--- src/rtl/count_monitor.sv ---
// rtl/count_monitor.sv - debounced 4-bit count sequence monitor with serial hex display
module count_monitor #(
  parameter int STABLE_CYCLES = 4,
  parameter int SCLK_DIV      = 8,
  parameter int REFRESH       = 1024
) (
  input  logic       gclk,
  input  logic       reset,
  input  logic [3:0] dio_in,
  output logic       hex_sclk,
  output logic       hex_sdo,
  output logic       hex_latch,
  output logic [3:0] last_value,
  output logic       locked,
  output logic [7:0] error_count,
  output logic       err_pulse
);

  localparam logic [7:0]  STABLE_N     = 8'(STABLE_CYCLES);
  localparam logic [7:0]  DIV_LAST     = 8'(SCLK_DIV - 1);
  localparam logic [15:0] REFRESH_LAST = 16'(REFRESH - 1);

  typedef enum logic [1:0] {IDLE, SHIFT, LATCH} disp_state_t;

  logic [3:0]  sync1;
  logic [3:0]  s;
  logic [3:0]  candidate;
  logic [7:0]  stable_cnt;
  logic [7:0]  stable_next;
  logic        accept;
  logic        seq_err;

  disp_state_t state;
  disp_state_t state_next;
  logic [15:0] refresh_cnt;
  logic [7:0]  div_cnt;
  logic        phase;
  logic [3:0]  bit_cnt;
  logic [15:0] frame;
  logic        div_wrap;

  // stable_cnt saturates at STABLE_N so a held value is accepted only once
  always_comb begin
    stable_next = 8'd1;
    if (s == candidate) begin
      stable_next = (stable_cnt == STABLE_N) ? stable_cnt : stable_cnt + 8'd1;
    end
    accept  = (stable_next == STABLE_N) &&
              ((s != candidate) || (stable_cnt != STABLE_N)) &&
              (!locked || (s != last_value));
    seq_err = accept && locked && (s != last_value + 4'd1);
  end

  always_ff @(posedge gclk or negedge reset) begin
    if (!reset) begin
      sync1       <= 4'd0;
      s           <= 4'd0;
      candidate   <= 4'd0;
      stable_cnt  <= 8'd0;
      last_value  <= 4'd0;
      locked      <= 1'b0;
      error_count <= 8'd0;
      err_pulse   <= 1'b0;
    end else begin
      sync1      <= dio_in;
      s          <= sync1;
      candidate  <= s;
      stable_cnt <= stable_next;
      err_pulse  <= seq_err;
      if (accept) begin
        last_value <= s;
        locked     <= 1'b1;
      end
      if (seq_err && (error_count != 8'hFF)) begin
        error_count <= error_count + 8'd1;
      end
    end
  end

  always_ff @(posedge gclk or negedge reset) begin
    if (!reset) begin
      state <= IDLE;
    end else begin
      state <= state_next;
    end
  end

  always_comb begin
    state_next = state;
    div_wrap   = (div_cnt == DIV_LAST);
    case (state)
      IDLE:    if (refresh_cnt == REFRESH_LAST) state_next = SHIFT;
      SHIFT:   if (div_wrap && phase && (bit_cnt == 4'd15)) state_next = LATCH;
      LATCH:   if (div_wrap) state_next = IDLE;
      default: state_next = IDLE;
    endcase
    hex_sclk  = (state == SHIFT) && phase;
    hex_sdo   = (state == SHIFT) && frame[15];
    hex_latch = (state == LATCH);
  end

  // frame is shifted at the end of each high phase, so hex_sdo changes at the start of the low phase
  always_ff @(posedge gclk or negedge reset) begin
    if (!reset) begin
      refresh_cnt <= 16'd0;
      div_cnt     <= 8'd0;
      phase       <= 1'b0;
      bit_cnt     <= 4'd0;
      frame       <= 16'd0;
    end else begin
      case (state)
        IDLE: begin
          div_cnt <= 8'd0;
          phase   <= 1'b0;
          bit_cnt <= 4'd0;
          if (state_next == SHIFT) begin
            refresh_cnt <= 16'd0;
            frame       <= {last_value, locked, 3'b000, error_count};
          end else begin
            refresh_cnt <= refresh_cnt + 16'd1;
          end
        end
        SHIFT: begin
          if (div_wrap) begin
            div_cnt <= 8'd0;
            phase   <= ~phase;
            if (phase) begin
              bit_cnt <= bit_cnt + 4'd1;
              frame   <= {frame[14:0], 1'b0};
            end
          end else begin
            div_cnt <= div_cnt + 8'd1;
          end
        end
        LATCH: begin
          refresh_cnt <= 16'd0;
          div_cnt     <= div_wrap ? 8'd0 : div_cnt + 8'd1;
        end
        default: begin
          div_cnt <= 8'd0;
        end
      endcase
    end
  end

endmodule

--- config.mk ---
export PLATFORM = sky130hd
export DESIGN_NAME = count_monitor
export DESIGN_NICKNAME = d
export VERILOG_FILES = /design/src/rtl/count_monitor.sv
export SDC_FILE = /design/constraint.sdc
export NUM_CORES = 1
export LEC_CHECK = 0
export BUFFER_PORTS_ARGS = -buffer_cell sky130_fd_sc_hd__buf_4
export CORE_MARGIN = 2
export CORE_UTILIZATION = 40
export DETAILED_ROUTE_END_ITERATION = 12
export MAX_ROUTING_LAYER = met4
export PLACE_DENSITY = 0.62
export SLEW_MARGIN = 20
export SYNTH_ARGS = -nofsm -noshare
export SYNTH_HDL_FRONTEND = slang
export SYNTH_SLANG_ARGS = --single-unit
--- constraint.sdc ---
create_clock -name gclk -period 3.8 [get_ports gclk]
set_clock_uncertainty 0.2 [all_clocks]
set_input_delay 0.19 -clock gclk [delete_from_list [all_inputs] [get_ports gclk]]
set_output_delay 0.19 -clock gclk [all_outputs]
set_load 0.02 [all_outputs]
Word level (Yosys, flattened, before mapping) --
Cells that the tools add are included. W data, S select, Z words.
Storage, ports and cells: register bits 81, input bits 6, output and inout bits 17, word-level logic and storage cells 76
Operators by class: add/subtract/negate cells 6, equal/unequal tests 17, mux-type cells 19, bitwise gates (word level) 1, reduce and logical (&&, ||, !) cells 19
Operators with widths (count):
- $mux W16 | 4
- $pmux W16 S2 | 2
- $mux W8 | 4
- $add A8 B1 Y8 const B | 3
- $eq A8 B3 Y1 const B | 3
- $add A16 B1 Y16 const B | 1
- $eq A16 B10 Y1 const B | 1
- $ne A4 B4 Y1 | 3
- $logic_and A1 B1 Y1 | 9
- $add A4 B1 Y4 const B | 2
- $mux W4 | 2
- $ne A8 B3 Y1 const B | 1
- $ne A8 B8 Y1 const B | 1
- $pmux W4 S2 | 1
- $mux W2 | 3
- $ne A2 B2 Y1 const B | 3
- $pmux W2 S3 | 1
- $eq A2 B1 Y1 const B | 2
- $eq A4 B4 Y1 | 1
- $eq A4 B4 Y1 const B | 1
- $reduce_and A4 Y1 | 1
- $reduce_bool A2 Y1 | 2
- $reduce_and A3 Y1 | 1
- $eq A2 B2 Y1 const B | 1
- other kinds (8) | 9

Logic depth before layout (Yosys ltp) --
depth in word-level cells 9, mapped depth 9, gate-level depth less buffers 8

Least setup slack after synthesis --
Ideal clock, no wire load.
path type register to register, start point register state[0], end point register frame[11], setup time 0.125 ns, data arrival time 2.248 ns, required time 3.475 ns, path slack 1.227 ns, cell stages (with the launch flop) 9, buffers on the path 1, period minus slack after synthesis 2.573 ns, path through dfrtp_1 ha_1 and2_1 a41oi_1 o21bai_1 a21oi_2 a21oi_4 buf_12 mux2_4
Between the ends: longest elaborated chain between the ends 5, elaborated cells between the ends (all ways) 14, those cells by class eq/ne: 6; mux: 5; reduce/logical: 3
RTL lines:
- start, declared | RTL line 33 | disp_state_t state;
- start signal, assigned | RTL line 84 | state <= state_next;
- $eq A2 B2 Y1, or another cell as far along | RTL line 91 | case (state)
- $pmux W2 S3 | RTL line 91
- $eq A2 B1 Y1 | RTL line 116 | if (state_next == SHIFT) begin
- $ne A2 B2 Y1 (no source line)
- $reduce_and A4 Y1 (no source line)
- end signal, assigned | RTL line 118 | frame <= {last_value, locked, 3'b000, error_count};
- end signal, assigned | RTL line 129 | frame <= {frame[14:0], 1'b0};
- end, declared | RTL line 39 | logic [15:0] frame;
Several ways; a longest one is shown, not always the timed one. A chain may end at the register's enable or synchronous reset.

Final worst setup path --
start point register state[0], end point register frame[15]
Same word-level chain as after synthesis.

==> reports/metrics.cfg <==
[route]
postRouteAntennaNets=0
wirelength_mm=8.07
vias_per_cell=5.26
firstDrtPassIters=4
vias=2936
avgRoutedWirePerCell_um=14.5
drt_drc_violations_left=0
drt_iter0_markers=219

[synthesis]
ys_seq_area_share_pct=48.4
ys_async_sr_fraction_pct=100
synthDistinctLibCells=62
synth_edf_count=0
syn_area_um2=4190
yosysWarnings=0
synth_ff_type=dfrtp_1
synth_seq_cells=81
syn_nets=407
synthCells=390
postSynthAreaPerCell_um2=10.7

[power]
finalPower_uw=1630
power.density_nw_per_um2=343
peakVddDrop_mv=0.157
leakage_uw=0.00210

[clock_tree]
cts.sinks=81
cts_buffers=9
h-tree-depth=3
clk_pin_slew_worst_paths_ns=0.09
cts_tree=built
clock_path_buffers=2
post-cts-setup-buffers=0
cts_root_buffer=clkbuf_8
insertion_delay_ns=0.37

[placement]
port-buffer-count=22
gp_congestion=0.822
dp_hpwl_mm=5.43

[floorplanning]
rows=37
chipHeight_um=106
core_area_um2=10200
io_pins=23
initial_core_util_pct=40.9
die-area_um2=11300
dieWidth_um=106

[run_status]
status=finished, final reports clean

[global_route]
grt_pass1_vias=3004
overflow=0
antenna_found_initial=0
grt_pass1_wl_mm=14.5
grt_max_degree=82
grt_usage_pct=16.6

[setup_path]
path_max_fanout=13
worst-path-buf-inv=2
cp_slowest_cell=a21oi_4
critical_path_class=register to register
crit_family=compound AO/OA/AOI/OAI gates
crit_path_start_kind=register
crit_path_end_kind=register
cpMostUsedCell=inv_1
crit_chain=inv_1 -> ha_1 -> inv_1 -> a21oi_1 -> o311a_1 -> a21oi_2 -> a21oi_4 -> mux2_2
critPathRequiredTime_ns=3.85
worstPathArrival_ns=3.17
max_stage_delay_ns=0.49

[sta]
fin_tns_setup_ns=0
max_freq_mhz=321
rsz0062_at_grt=false
post-route-period-util_pct=81.9
slew_violations=0
finalSetupViolCount=0
max-slew-margin-rel_pct=51.8
finalCriticalPeriod_ns=3.11
worstMarginPinSlew_ns=0.724
finalHoldViolations=0

[run]
maxCapViolCount=0

[layout]
antenna-diode-count=0
nets=434
seq_area_um2=2030
fillers=917
layout_common_cells=81 x dfrtp_1, 36 x nand2_1, 35 x nor2_1
drive_above_1_share_pct=19.4
final_common_cell=dfrtp_1
area_delta_synth_final_pct=13.2
multiInputGateArea_um2=2040

[hold_path]
hold_class=register to register

## area by class of cell
cell class | instances | share of cell area, %
multi-input cells | 284 | 43.1
flip-flops and latches | 81 | 42.8
repair buffers | 30 | 5.09
well taps | 136 | 3.59
clock buffers | 10 | 2.69
clock inverters | 6 | 1.90
inverters | 11 | 0.871
## logic make-up after synthesis
logic type / share of synthesized area, %
AOI/OAI and AO/OA: 11.4
buffers and inverters: 2.81
adders and majority gates: 3.29
muxes: 9.56
and+or+nand+nor: 17.0
DFF: 48.4
xor gates and xnor gates: 7.53
## registers in the layout, indices dropped and copies added, names as in the netlist
name / flops
frame: 16
refresh_cnt: 16
div_cnt: 8
error_count: 8
stable_cnt: 8
bit_cnt: 4
candidate: 4
last_value: 4
s: 4
sync1: 4
state: 2
err_pulse: 1
locked: 1
phase: 1
## worst paths after layout
path | start | slack, ns | cells past startpoint | to
hold reg to reg | sync1[0] | 0.15 | 0 | s[0]
hold / removal | sync1[0] | 0.15 | 0 | s[0]
setup / recovery | state[0] | 0.69 | 8 | frame[15]
max in group asynchronous | reset | 2.67 | 2 | refresh_cnt[15]
min in group asynchronous | reset | 0.22 | 2 | refresh_cnt[7]
setup reg to reg | state[0] | 0.69 | 8 | frame[15]
## synth_stat cells (all sizes together) (4+ instances only)
cell,count,area share [%]
clkbuf,8,0.75
a21oi,15,2.2
nand4,8,1.2
ha,11,3.3
inv,11,0.99
a31oi,4,0.60
xnor2,14,2.9
nor3,7,0.84
nor2,35,3.1
buf,6,1.1
nand3,23,2.7
xor2,22,4.6
and2,6,0.90
o21ai,13,1.6
dfrtp,81,48
and3,8,1.2
o32ai,8,1.7
mux2,29,8.6
mux2i,4,0.96
nand2,37,3.4
## metal layers
layer  global-route usage (%)  part of all wire, %  vias up
li1                         -                    -     1441
met1                     22.0                   50     1458
met2                     24.8                   46       28
met3                     3.31                  2.3        9
met4                     7.05                  1.8        0
met5                        -                    0        -
## timing repair
item / 4_1_cts / 5_1_grt
hold buffers: 5 / 0
setup endpoints to repair: 0 / 0
resized for setup: 0 / 0
hold endpoints to repair: 85 / 0
## power breakdown
part	switching, µW	internal, µW
logic	30.3	19.5
registers	10.3	870
clock network	325	372
## per-stage QoR
step | util [%] | setup WS (ns) | instances | hold slack, ns | area, µm²
global route | 46.3 | 0.447 | 558 | 0.163 | 4740
global placement | 43.7 | 0.807 | 537 | 0.100 | 4470
floorplan | - | 1.23 | 390 | -0.306 | 4190
CTS | 46.3 | 0.652 | 558 | 0.150 | 4740
detailed placement | 43.7 | 0.655 | 537 | 0.101 | 4470
finish | 46.3 | 0.686 | 558 | 0.151 | 4740
Note: power is estimated with default switching activity, not from simulation.
